--- src/rtl/scan_priority_encoder.sv ---
// Captures a request vector and streams the indices of its set bits, one beat per
// accepted output handshake, in lowest-first or highest-first order.
module scan_priority_encoder #(
    parameter int WIDTH     = 16,
    parameter bit MSB_FIRST = 1'b0,
    localparam int IDX_W    = $clog2(WIDTH),
    localparam int CNT_W    = $clog2(WIDTH + 1)
) (
    input  logic             clk,
    input  logic             rst,
    input  logic [WIDTH-1:0] in_vec,
    input  logic             in_valid,
    output logic             in_ready,
    output logic [IDX_W-1:0] out_idx,
    output logic             out_valid,
    input  logic             out_ready,
    output logic             out_last,
    output logic             out_none,
    output logic [CNT_W-1:0] out_count
);

    typedef enum logic {
        ST_IDLE = 1'b0,
        ST_EMIT = 1'b1
    } state_t;

    state_t           r_state;
    state_t           w_state_nxt;
    logic             w_capture;
    logic             w_advance;
    logic [WIDTH-1:0] r_pending;
    logic [WIDTH-1:0] w_clr_mask;
    logic [WIDTH-1:0] w_next_pend;
    logic [WIDTH-1:0] w_scan_src;
    logic [IDX_W-1:0] w_scan_idx;
    logic [CNT_W-1:0] w_scan_cnt;
    logic             w_scan_last;
    logic [IDX_W-1:0] r_out_idx;
    logic             r_out_last;
    logic             r_out_none;
    logic [CNT_W-1:0] r_out_count;

    function automatic logic [CNT_W-1:0] f_popcount(input logic [WIDTH-1:0] v);
        logic [CNT_W-1:0] cnt;
        cnt = '0;
        for (int i = 0; i < WIDTH; i++) begin
            cnt = cnt + CNT_W'(v[i]);
        end
        return cnt;
    endfunction

    // Priority scan: first set bit met in the configured direction wins.
    function automatic logic [IDX_W-1:0] f_scan_idx(input logic [WIDTH-1:0] v);
        logic [IDX_W-1:0] idx;
        logic             found;
        idx   = '0;
        found = 1'b0;
        for (int i = 0; i < WIDTH; i++) begin
            int b;
            b = MSB_FIRST ? (WIDTH - 1 - i) : i;
            if (!found && v[b]) begin
                idx   = IDX_W'(b);
                found = 1'b1;
            end
        end
        return idx;
    endfunction

    // Next-state and handshake decode.
    always_comb begin
        w_state_nxt = r_state;
        w_capture   = 1'b0;
        w_advance   = 1'b0;
        case (r_state)
            ST_IDLE: begin
                if (in_valid) begin
                    w_capture   = 1'b1;
                    w_state_nxt = ST_EMIT;
                end else begin
                    w_state_nxt = ST_IDLE;
                end
            end
            ST_EMIT: begin
                if (out_ready) begin
                    w_advance   = 1'b1;
                    w_state_nxt = r_out_last ? ST_IDLE : ST_EMIT;
                end else begin
                    w_state_nxt = ST_EMIT;
                end
            end
            default: begin
                w_state_nxt = ST_IDLE;
            end
        endcase
    end

    // Scan either the incoming vector (capture) or pending minus the bit being retired.
    always_comb begin
        w_clr_mask = '0;
        for (int i = 0; i < WIDTH; i++) begin
            w_clr_mask[i] = (r_out_idx == IDX_W'(i));
        end
        w_next_pend = r_pending & ~w_clr_mask;
        if (r_state == ST_IDLE) begin
            w_scan_src = in_vec;
        end else begin
            w_scan_src = w_next_pend;
        end
        w_scan_idx  = f_scan_idx(w_scan_src);
        w_scan_cnt  = f_popcount(w_scan_src);
        w_scan_last = (w_scan_cnt <= CNT_W'(1));
    end

    // State register.
    always_ff @(posedge clk) begin
        if (rst) begin
            r_state <= ST_IDLE;
        end else begin
            r_state <= w_state_nxt;
        end
    end

    // Pending vector and registered beat fields; cleared when the final beat retires.
    always_ff @(posedge clk) begin
        if (rst) begin
            r_pending   <= '0;
            r_out_idx   <= '0;
            r_out_last  <= 1'b0;
            r_out_none  <= 1'b0;
            r_out_count <= '0;
        end else if (w_capture) begin
            r_pending   <= in_vec;
            r_out_idx   <= w_scan_idx;
            r_out_last  <= w_scan_last;
            r_out_none  <= (w_scan_cnt == CNT_W'(0));
            r_out_count <= w_scan_cnt;
        end else if (w_advance && r_out_last) begin
            r_pending   <= '0;
            r_out_idx   <= '0;
            r_out_last  <= 1'b0;
            r_out_none  <= 1'b0;
            r_out_count <= '0;
        end else if (w_advance) begin
            r_pending   <= w_next_pend;
            r_out_idx   <= w_scan_idx;
            r_out_last  <= w_scan_last;
        end
    end

    assign in_ready  = (r_state == ST_IDLE);
    assign out_valid = (r_state == ST_EMIT);
    assign out_idx   = r_out_idx;
    assign out_last  = r_out_last;
    assign out_none  = r_out_none;
    assign out_count = r_out_count;

endmodule

--- config.mk ---
export PLATFORM = sky130hd
export DESIGN_NAME = scan_priority_encoder
export DESIGN_NICKNAME = d
export VERILOG_FILES = /design/src/rtl/scan_priority_encoder.sv
export SDC_FILE = /design/constraint.sdc
export NUM_CORES = 1
export LEC_CHECK = 0
export CAP_MARGIN = 20
export CORE_MARGIN = 4
export CORE_UTILIZATION = 65
export DETAILED_ROUTE_END_ITERATION = 12
export DONT_BUFFER_PORTS = 1
export PLACE_DENSITY = 0.81
export SETUP_SLACK_MARGIN = 0.02
export SLEW_MARGIN = 40
export SYNTH_ARGS = -nofsm -noshare
export SYNTH_HDL_FRONTEND = slang
export SYNTH_SLANG_ARGS = --single-unit
--- constraint.sdc ---
create_clock -name clk -period 13.6 [get_ports clk]
set_input_delay 3.4 -clock clk [delete_from_list [all_inputs] [get_ports clk]]
set_output_delay 3.4 -clock clk [all_outputs]
set_load 0.01 [all_outputs]
==> results.md <==
* Grt ovf at 0
* I/O pins at 33
* Synth cell types at 67
* Post-layout util at between 70% and 80%
* Endpoints failing hold at 0
* Clock Skews at roughly 0.014 ns
* Detailed Route WL at about 5300 µm
* Post-CTS Hold Buffers at 0
* Most frequent cells in the layout: nor2_1, dfxtp_1, inv_1, nand2_1, a21oi_1
* Post-Syn Nets at 304
* Crit end category: register
* Syn Area/Cell at about 8 µm²
* Placer's final routability congestion estimate at 0.984
* Fin. max-slew vios at 0
* Die Height at between 60 and 70 µm
* Commonest non-fill, non-tap cell in the layout: nor2_1
* Iter 0 DRT Violations at ~140
* Worst R2R End: out_none
* Num rows at 20
* ANT cells at 0
* Setup violators final at 0
* Post-CTS Resized at 0
* Maximum root-to-sink buffer count at 2
* CP Class: in -> reg
* Post-route ant nets at 0
* Area leader, netlist: dfxtp_1
* Placed cell areas at approximately 2200 µm²
* CP arrival at about 7.8 ns
* Layout cells sized above 1 at under 10%
* Fillers at roughly 270
* Yosys warns at 0
* DRC at 0
* Worst hold path depth at 2
* Final period util at 55.2%
* Ys async rst share at 0%
* Top-area cell type share of the netlist area at 25.6%
* Hold Path Sink: r_pending[14]
* Maximum VDD drop at approximately 140 µV
* Post-CTS setup buffer count at 0
* Hold Startpoint: r_pending[14]
* Port bufs at 0
* Clock sink count at 28
* Core Area at 3130 µm²
* Sequential cell area at approximately 560 µm²
* Synth area leaders: dfxtp_1, fa_1, nor2_1, a22oi_1, ha_1
* Initial antenna violation count at 0
* Critical Path RT at roughly 14 ns
* TritonRoute pass-1 iters at 4
* Clk slew on worst S/H paths at roughly 0.15 ns
* Final Critical Period at ~7.5 ns
* Number of vias per cell at approximately 6.6
* Startpoint types: input pin
* R2R cell count at 15
* Area grow syn2layout at 1.26%
* Sequential share of the synthesized area at roughly a quarter
* Vias in the first global route at 2,013
* Die Area at about 4400 µm²
* Initial core utilization at between 60% and 70%
* Worst R2R Setup Slack at slightly above 8 ns
* Tot GR Track Use at ~28%
* Final setup TNS at 0 ns
* PwrDens at 146 nW/µm²
* Total CTS buffers at 3
* Synth Flop Type: dfxtp_1
* Clock Latency Late Sink at around 0.34 ns
* First-pass GRT wire length at between 9000 and 10,000 µm
* CTS tree: yes
* Area of the mapped netlist at 2190 µm²
* Post-synth EDFFs at 0
* Vias at about 2,000
* Multi-input gate area at between 1000 and 1500 µm²
* Unrepaired setup endpoints after global routing: no
* Max cap viols at 0
* CP max FO at 5
* Max frequency at between 0.1 and 0.15 GHz
* Post-Syn Instances at between 200 and 300
* NumNets Final at roughly 300
* H-Tree Depth at 1
* Fin area at 2220 µm²
* Headroom to the max-slew limit at ~58%
* Outcome: finished, final reports clean
* Root Buffer Master: clkbuf_4
* Wirelength per Cell at 17.6 µm
* Die W at about 66 µm
* Largest net degree at the start of global routing at 38
* DP HPWL at 3980 µm
* Leak pwr at 0.000860 µW
* Worst slew pin tran at around 0.63 ns
* Seq cells post-synth at 28
* Hold Crit Class: reg -> reg
* Source of the worst register-to-register timing path: out_idx[1]
[per-layer routing]
layer | wire length [µm] | share of wire [%] | GRT usage (%)
met5 | 0 | 0 | 0
met3 | 603 | 11 | 6.97
met2 | 2410 | 45 | 44.2
met1 | 2250 | 42 | 36.6
met4 | 68 | 1.3 | 7.61
[final cells by class]
cell class                 instances  area share, %
multi-input combinational        200           66.1
sequential                        28           25.3
inverter                          24           4.07
tap                               44           2.48
clock buffer                       3           1.02
timing repair buffer               3           1.02
[logic make-up (layout without fill, tap and decap cells)]
| kind of cell | count (synthesis) | in the layout | synth area share [%] |
|---|---|---|---|
| XOR/XNOR | 2 | 2 | 0.801 |
| adder cells (fa/ha/maj) | 17 | 17 | 13.2 |
| flip-flops | 28 | 28 | 25.6 |
| AND/OR/NAND/NOR | 100 | 100 | 25.7 |
| multiplexers | 3 | 3 | 1.43 |
| AO/OA/AOI/OAI | 78 | 78 | 25.8 |
| buffers and inverters | 39 | 30 | 7.43 |
[through the flow]
step           cells  hold WS [ns]  total power (µW)  setup slack [ns]
3_5_place_dp     299         0.470               288              5.75
2_1_floorplan    267         0.456               253              6.01
5_1_grt          302         0.517               360              5.91
3_3_place_gp     299         0.463               284              5.83
4_1_cts          302         0.490               324              6.10
6_report         302         0.482               323              6.10
[where the power goes]
| part | total [µW] | internal [µW] | switching [µW] |
|---|---|---|---|
| Combinational | 181 | 80.7 | 100 |
| Clock | 35.1 | 10.4 | 24.6 |
| Sequential | 107 | 93.3 | 13.9 |
[cell usage after synthesis (2+ instances only)]
cell       number
nor2_1         30
dfxtp_1        28
inv_1          23
nand2_1        18
a21oi_1        16
a22oi_1        13
nor2b_1        11
fa_1           10
nand3_1         9
a31oi_1         7
ha_1            7
o21ai_0         7
clkbuf_1        6
buf_2           4
nand4bb_1       4
nor3_1          4
buf_1           3
nor4_1          3
o21a_1          3
o2bb2ai_1       3
o31a_1          3
a21o_1          2
a221oi_1        2
a222oi_1        2
a31o_2          2
and2_1          2
and4b_1         2
mux2i_1         2
nand2b_1        2
o21ai_1         2
[sequential cells by signal (all words and copies together) (netlist names)]
name and flops:
out_none 1, out_idx 4, r_pending 16, out_last 1
out_valid 1, out_count 5
[worst max-delay path by stage]
stage / to / cells after the start / slack (ns) / startpoint
finish: out_none / 14 / 6.10 / in_vec[15]
global route: out_none / 14 / 5.91 / in_vec[15]
CTS: out_none / 14 / 6.10 / in_vec[15]
detailed placement: out_none / 14 / 5.75 / in_vec[15]
global placement: out_none / 14 / 5.83 / in_vec[15]
floorplan: out_none / 14 / 6.01 / in_vec[15]
[critical path, cell delays in order]
cell and delay [ns]:
nor2b_1 0.11, a31oi_1 0.44, fa_1 0.53, fa_1 0.47, fa_1 0.49, inv_1 0.05
fa_1 0.43, ha_1 0.22, fa_1 0.40, a21oi_1 0.15, nor2b_1 0.06, or4_1 0.52
or3_1 0.37, a21oi_1 0.13
No activity file was read; power rests on OpenSTA's default activity.
